--- src/rtl/mio_bus_arbiter.sv ---
// Two-master arbiter for the shared memory/IO bus: CPU on port 0, DMA/display fetch on port 1.
// One fixed-latency access at a time, round-robin on ties, one-cycle ready pulse to the owner.
module mio_bus_arbiter #(
    parameter int AW          = 32,
    parameter int DW          = 32,
    parameter int WAIT_CYCLES = 2
) (
    input  logic          clk,
    input  logic          reset,
    input  logic          cpu_req,
    input  logic          cpu_we,
    input  logic [AW-1:0] cpu_addr,
    input  logic [DW-1:0] cpu_wdata,
    output logic          cpu_ready,
    output logic [DW-1:0] cpu_rdata,
    input  logic          dma_req,
    input  logic          dma_we,
    input  logic [AW-1:0] dma_addr,
    input  logic [DW-1:0] dma_wdata,
    output logic          dma_ready,
    output logic [DW-1:0] dma_rdata,
    output logic [AW-1:0] mem_addr,
    output logic [DW-1:0] mem_wdata,
    output logic          mem_w,
    input  logic [DW-1:0] mem_rdata,
    output logic          owner,
    output logic          busy
);

    typedef enum logic [1:0] {
        IDLE   = 2'd0,
        ACCESS = 2'd1,
        DONE   = 2'd2
    } state_t;

    state_t        state_q, state_d;
    logic [3:0]    cnt_q;
    logic          last_grant_q;
    logic          owner_q;
    logic          we_q;
    logic [AW-1:0] addr_q;
    logic [DW-1:0] wdata_q;
    logic [DW-1:0] rdata_q;
    logic          grant_vld;
    logic          grant_dma;

    always_comb begin
        state_d   = state_q;
        grant_vld = 1'b0;
        grant_dma = 1'b0;
        case (state_q)
            IDLE: begin
                if (cpu_req || dma_req) begin
                    grant_vld = 1'b1;
                    // On a tie the master that did not win last time goes next.
                    grant_dma = dma_req && (!cpu_req || !last_grant_q);
                    state_d   = ACCESS;
                end
            end
            ACCESS: begin
                if (cnt_q == 4'd0) begin
                    state_d = DONE;
                end
            end
            DONE:    state_d = IDLE;
            default: state_d = IDLE;
        endcase
    end

    always_ff @(posedge clk) begin
        if (reset) begin
            state_q <= IDLE;
        end else begin
            state_q <= state_d;
        end
    end

    always_ff @(posedge clk) begin
        if (reset) begin
            cnt_q        <= 4'd0;
            last_grant_q <= 1'b1;
            owner_q      <= 1'b0;
            we_q         <= 1'b0;
            addr_q       <= '0;
            wdata_q      <= '0;
            rdata_q      <= '0;
        end else if (grant_vld) begin
            owner_q      <= grant_dma;
            last_grant_q <= grant_dma;
            we_q         <= grant_dma ? dma_we    : cpu_we;
            addr_q       <= grant_dma ? dma_addr  : cpu_addr;
            wdata_q      <= grant_dma ? dma_wdata : cpu_wdata;
            cnt_q        <= 4'(WAIT_CYCLES - 1);
        end else if (state_q == ACCESS) begin
            // Memory data is captured on the last access cycle, for writes too.
            if (cnt_q == 4'd0) begin
                rdata_q <= mem_rdata;
            end else begin
                cnt_q <= cnt_q - 4'd1;
            end
        end
    end

    assign mem_addr  = addr_q;
    assign mem_wdata = wdata_q;
    assign mem_w     = (state_q == ACCESS) && we_q;
    assign owner     = owner_q;
    assign busy      = (state_q != IDLE);
    assign cpu_ready = (state_q == DONE) && !owner_q;
    assign dma_ready = (state_q == DONE) &&  owner_q;
    assign cpu_rdata = rdata_q;
    assign dma_rdata = rdata_q;

endmodule

--- config.mk ---
export PLATFORM = sky130hd
export DESIGN_NAME = mio_bus_arbiter
export DESIGN_NICKNAME = d
export VERILOG_FILES = /design/src/rtl/mio_bus_arbiter.sv
export SDC_FILE = /design/constraint.sdc
export NUM_CORES = 1
export LEC_CHECK = 0
export CAP_MARGIN = 25
export CORE_UTILIZATION = 30
export CTS_CLUSTER_DIAMETER = 100
export DETAILED_ROUTE_END_ITERATION = 8
export GPL_TIMING_DRIVEN = 1
export PLACE_DENSITY = 0.75
export SETUP_SLACK_MARGIN = 0.2
export SLEW_MARGIN = 20
export SYNTH_ARGS = -nofsm -noshare
export SYNTH_HDL_FRONTEND = slang
export SYNTH_SLANG_ARGS = --single-unit
--- constraint.sdc ---
create_clock -name clk -period 4.25 [get_ports clk]
set_input_delay 0.6375 -clock clk [delete_from_list [all_inputs] [get_ports clk]]
set_output_delay 0.6375 -clock clk [all_outputs]
set_load 0.02 [all_outputs]
# Word level (Yosys, flattened, before mapping)
# Cells that the tools add are included.
# totals
reg_bits,105
inputBits,166
out_inout_bits,133
elab_cells,48
# op_classes
addsub,1
eq_ne,5
muxes,13
bitwise,2
n_reduce_logical,18
# op_table
cell,n
$mux 32,2
$mux 1,8
$reduce_and 2->1,3
$logic_and 1x1->1,4
$logic_not 4->1,1
$mux 2,2
$ne 2x2->1 const B,2
$pmux 2 s2,1
$reduce_bool 2->1,2
$sub 4x1->4 const B,1
$logic_not 1->1,3
$reduce_and 3->1,1
$eq 2x1->1 const B,1
$eq 2x2->1 const B,1
$logic_not 2->1,1
$logic_or 1x1->1,2
$ne 2x1->1 const B,1
$not 1->1,2
$reduce_or 2->1,1

# Longest topological paths before layout
# logic_depth
word_depth,6
depth_mapped,7
ltp_nobuf,5

# Least setup slack after synthesis
# No wires, ideal clock.
# synth_path
path_kind,register to output
start,register state_q[1]
end,output port mem_w
t_arrival_ns,1.087
required_time_ns,3.612
slack_ns,2.525
stages_incl_launch_ff,5
n_path_buf,2
cell_sequence,dfxtp_1 -> and2b_1 -> buf_2 -> buf_2 -> and2_1
# synth_via
elab_chain_cells,2
# synth_rtl
element,line_no,rtl
"start, declared",36,"state_t state_q, state_d;"
"start signal, assigned",74,state_q <= state_d;
$eq 2x1->1,106,assign mem_w = (state_q == ACCESS) && we_q;
$logic_and 1x1->1,106,
"end, declared",24,"output logic mem_w,"
# Every way passes these cells.

# Final worst setup path
# layout_path
start,register state_q[0]
end,output port mem_w
# Same word-level chain as after synthesis.

==> metrics.yaml <==
sta:
  rsz_0062_raised_after_global_routing: "false"
  post_route_worst_hold_slack_ns: 0.460
  max_slew.worst_pin.slew_ns: 0.723
  drv_slew: 0
  tns_ns: 0
  final_min_period_over_clock_period_pct: 64.5
  fmax_mhz: 365
  maxSlewHeadroom_pct: 51.8
  fin_worst_skew_ns: 0.00613
  hold_viol_final: 0
  final-setup-viol-count: 0
  timing.final.crit_period_ns: 2.74
grt:
  grt_pass1_vias: 4432
  grt_first_pass_wirelength_mm: 22.8
  grt_util_all_layers_pct: 18.5
  grt-ovfl-total: 0
  maximum_number_of_pins_on_one_net_before_global_route_repair: 67
  antenna_violations_before_repair: 0
layout:
  antennaDiodeCount: 0
  finish.instance_area_mm2: 0.00767
  finalNetCount: 856
  postLayoutCoreUtil_pct: 52.6
  post_route_cells_drive_above_1_share_pct: 4.04
  areaGrowthSynthToFinish_pct: 70.3
  final_cells: 877
worst_hold_path:
  hold_depth: 1
  worst_hold_startpoint: "mem_addr[10]"
  min-delay-path-class: "register to register"
  min_delay_worst_endpoint: "mem_addr[10]"
synthesis:
  synth_top_area_cell: "sky130_fd_sc_hd__dfxtp_1"
  syn_nets: 609
  synth.cells.most_frequent: "sky130_fd_sc_hd__dfxtp_1 (105), sky130_fd_sc_hd__mux2i_1 (65), sky130_fd_sc_hd__o2bb2ai_1 (65)"
  synthDominantCellAreaShare_pct: 46.7
  post_synthesis_average_cell_area_um2: 10.2
  synth.yosys.seq_area_share_pct: 46.7
  count_of_yosys_warnings_during_synthesis: 0
  ys_seq_elements: 105
  synth.lib_cells_used.distinct: 34
  post-synth-top-count-cell: "sky130_fd_sc_hd__dfxtp_1"
  top_area_cells_in_the_synthesized_netlist: "sky130_fd_sc_hd__dfxtp_1 (47%), sky130_fd_sc_hd__mux2i_1 (14%), sky130_fd_sc_hd__o2bb2ai_1 (13%)"
  synth-edff-count: 0
  postSynthCellCount: 442
  synthFlopType: "sky130_fd_sc_hd__dfxtp_1"
  synth_async_sr_flop_share_pct: 0
  netlist_area_mm2: 0.00450
worst_setup_path:
  worst-r2r-setup-slack_ns: 2.40
  crit_path_start_kind: "register"
  crit_arrival_ns: 2.11
  crit-reg2reg-capture: "mem_addr[12]"
  critical_path.endpoint_type: "output port"
  critical_path_peak_fanout: 37
  critical_path_class: "register to output port"
  worst_ep_required_time_ns: 3.61
  number_of_cells_traversed_by_the_worst_register_to_register_path: 4
  regToRegStartpoint: "last_grant_q"
drt:
  routed_wl_mm: 14.5
  drtIter0Drc: 191
  via_count: 4357
  detail-route-antenna-nets: 0
  routedWlPerCell_um: 16.5
  detail_route.vias_per_cell: 4.97
  number_of_search_and_repair_iterations_in_the_first_detailed_routing_pass: 4
  drc: 0
flow_run:
  max_cap_viol_count: 0
placed_design:
  dpl_cell_area_mm2: 0.00737
  post-dp-hpwl_mm: 10.9
  buffer_ports.inserted: 298
  post-place-cells: 861
  place_congestion: 0.802
clock_tree:
  postCtsHoldBufs: 0
  cts_repair_resize_count: 0
  cts_tree: "yes"
  max-clock-path-buffers: 2
  post-cts-setup-buffer-count: 0
  cts_buffers: 9
  numClockSinks: 105
  clockRootBuffer: "sky130_fd_sc_hd__clkbuf_16"
  insertion_delay_ns: 0.34
  cts.reportedPaths.clkPinSlew_ns: 0.07
  htreeDepth: 3
power:
  static-leakage-power_nw: 2.74
  power_density_mw_per_mm2: 370
  worst_vdd_rail_ir_drop_v: 0.000182
floorplan:
  placeableCoreArea_mm2: 0.0146
  io-pin-count: 299
  placementRows: 44
  fp.dieW_um: 125
  die_area_mm2: 0.0155
  initial_core_util_pct: 30.9
  die_y_um: 125
status:
  run_status: "completed"
[registers in the layout, summed over array words and instances (netlist names)]
| register | cells |
|---|---|
| owner | 1 |
| we_q | 1 |
| cnt_q | 4 |
| last_grant_q | 1 |
| cpu_rdata | 32 |
| mem_wdata | 32 |
| state_q | 2 |
| mem_addr | 32 |
[cell usage in the layout (no fill, tap or decap), types with 2 or more instances in the layout]
master | synthesis | final
sky130_fd_sc_hd__clkdlybuf4s50_1 | 0 | 298
sky130_fd_sc_hd__dfxtp_1 | 105 | 105
sky130_fd_sc_hd__mux2i_1 | 65 | 65
sky130_fd_sc_hd__o2bb2ai_1 | 65 | 65
sky130_fd_sc_hd__a21oi_1 | 37 | 36
sky130_fd_sc_hd__o21ai_0 | 35 | 35
sky130_fd_sc_hd__nand3_1 | 33 | 33
sky130_fd_sc_hd__clkbuf_16 | 0 | 9
sky130_fd_sc_hd__buf_4 | 39 | 7
sky130_fd_sc_hd__inv_1 | 4 | 4
sky130_fd_sc_hd__nand2_1 | 4 | 3
sky130_fd_sc_hd__clkbuf_8 | 0 | 3
sky130_fd_sc_hd__nor3_1 | 2 | 2
sky130_fd_sc_hd__or4_1 | 2 | 2
[per-layer routing]
layer,part of all wire (%),up-vias,global-route usage (%)
met3,7.3,31,5.28
li1,-,2081,-
met2,50,208,32.5
met1,39,2037,20.0
met4,3.5,0,9.71
met5,0,-,0
[kinds of logic after synthesis]
logic type	count (synthesis)	share of synthesized area [%]
compound gates	143	21.8
simple gates	52	6.33
mux	65	14.4
buf+inv	76	10.5
fa+ha+maj	1	0.278
flops	105	46.7
[worst max path at each step]
stage | start | slack [ns] | end | cells past startpoint
after floorplan | state_q[1] | 2.53 | mem_w | 4
after global placement | reset | 1.57 | mem_addr[21] | 6
after detailed placement | reset | 1.48 | mem_addr[23] | 6
after CTS | state_q[0] | 1.48 | mem_w | 4
after global routing | state_q[0] | 1.37 | mem_w | 4
final | state_q[0] | 1.51 | mem_w | 4
[cell type report]
class                      instances  area [um^2]
tap                              184          230
fill                            1270         6920
clock buffer                      13          270
clock inverter                     2         12.5
timing repair buffer             308         3080
sequential                       105         2100
inverter                           4         15.0
multi-input combinational        261         1960
[report_power, final]
part	internal, mW	switching (mW)
sequential	1.09	0.0653
combinational	0.453	0.440
clock	0.442	0.348
[worst max-delay path: stages, from the launching register on]
cell                              delay, ns
sky130_fd_sc_hd__dfxtp_1               0.41
sky130_fd_sc_hd__and2b_1               0.14
sky130_fd_sc_hd__buf_4                 0.35
sky130_fd_sc_hd__and2_1                0.20
sky130_fd_sc_hd__clkdlybuf4s50_1       0.65
[through the flow]
stage | power [mW] | setup slack (ns)
CTS | 2.86 | 1.48
finish | 2.84 | 1.51
global placement | 2.04 | 1.57
floorplan | 1.62 | 2.53
global route | 2.97 | 1.37
detailed placement | 2.06 | 1.48
(Power assumes the default switching activity.)
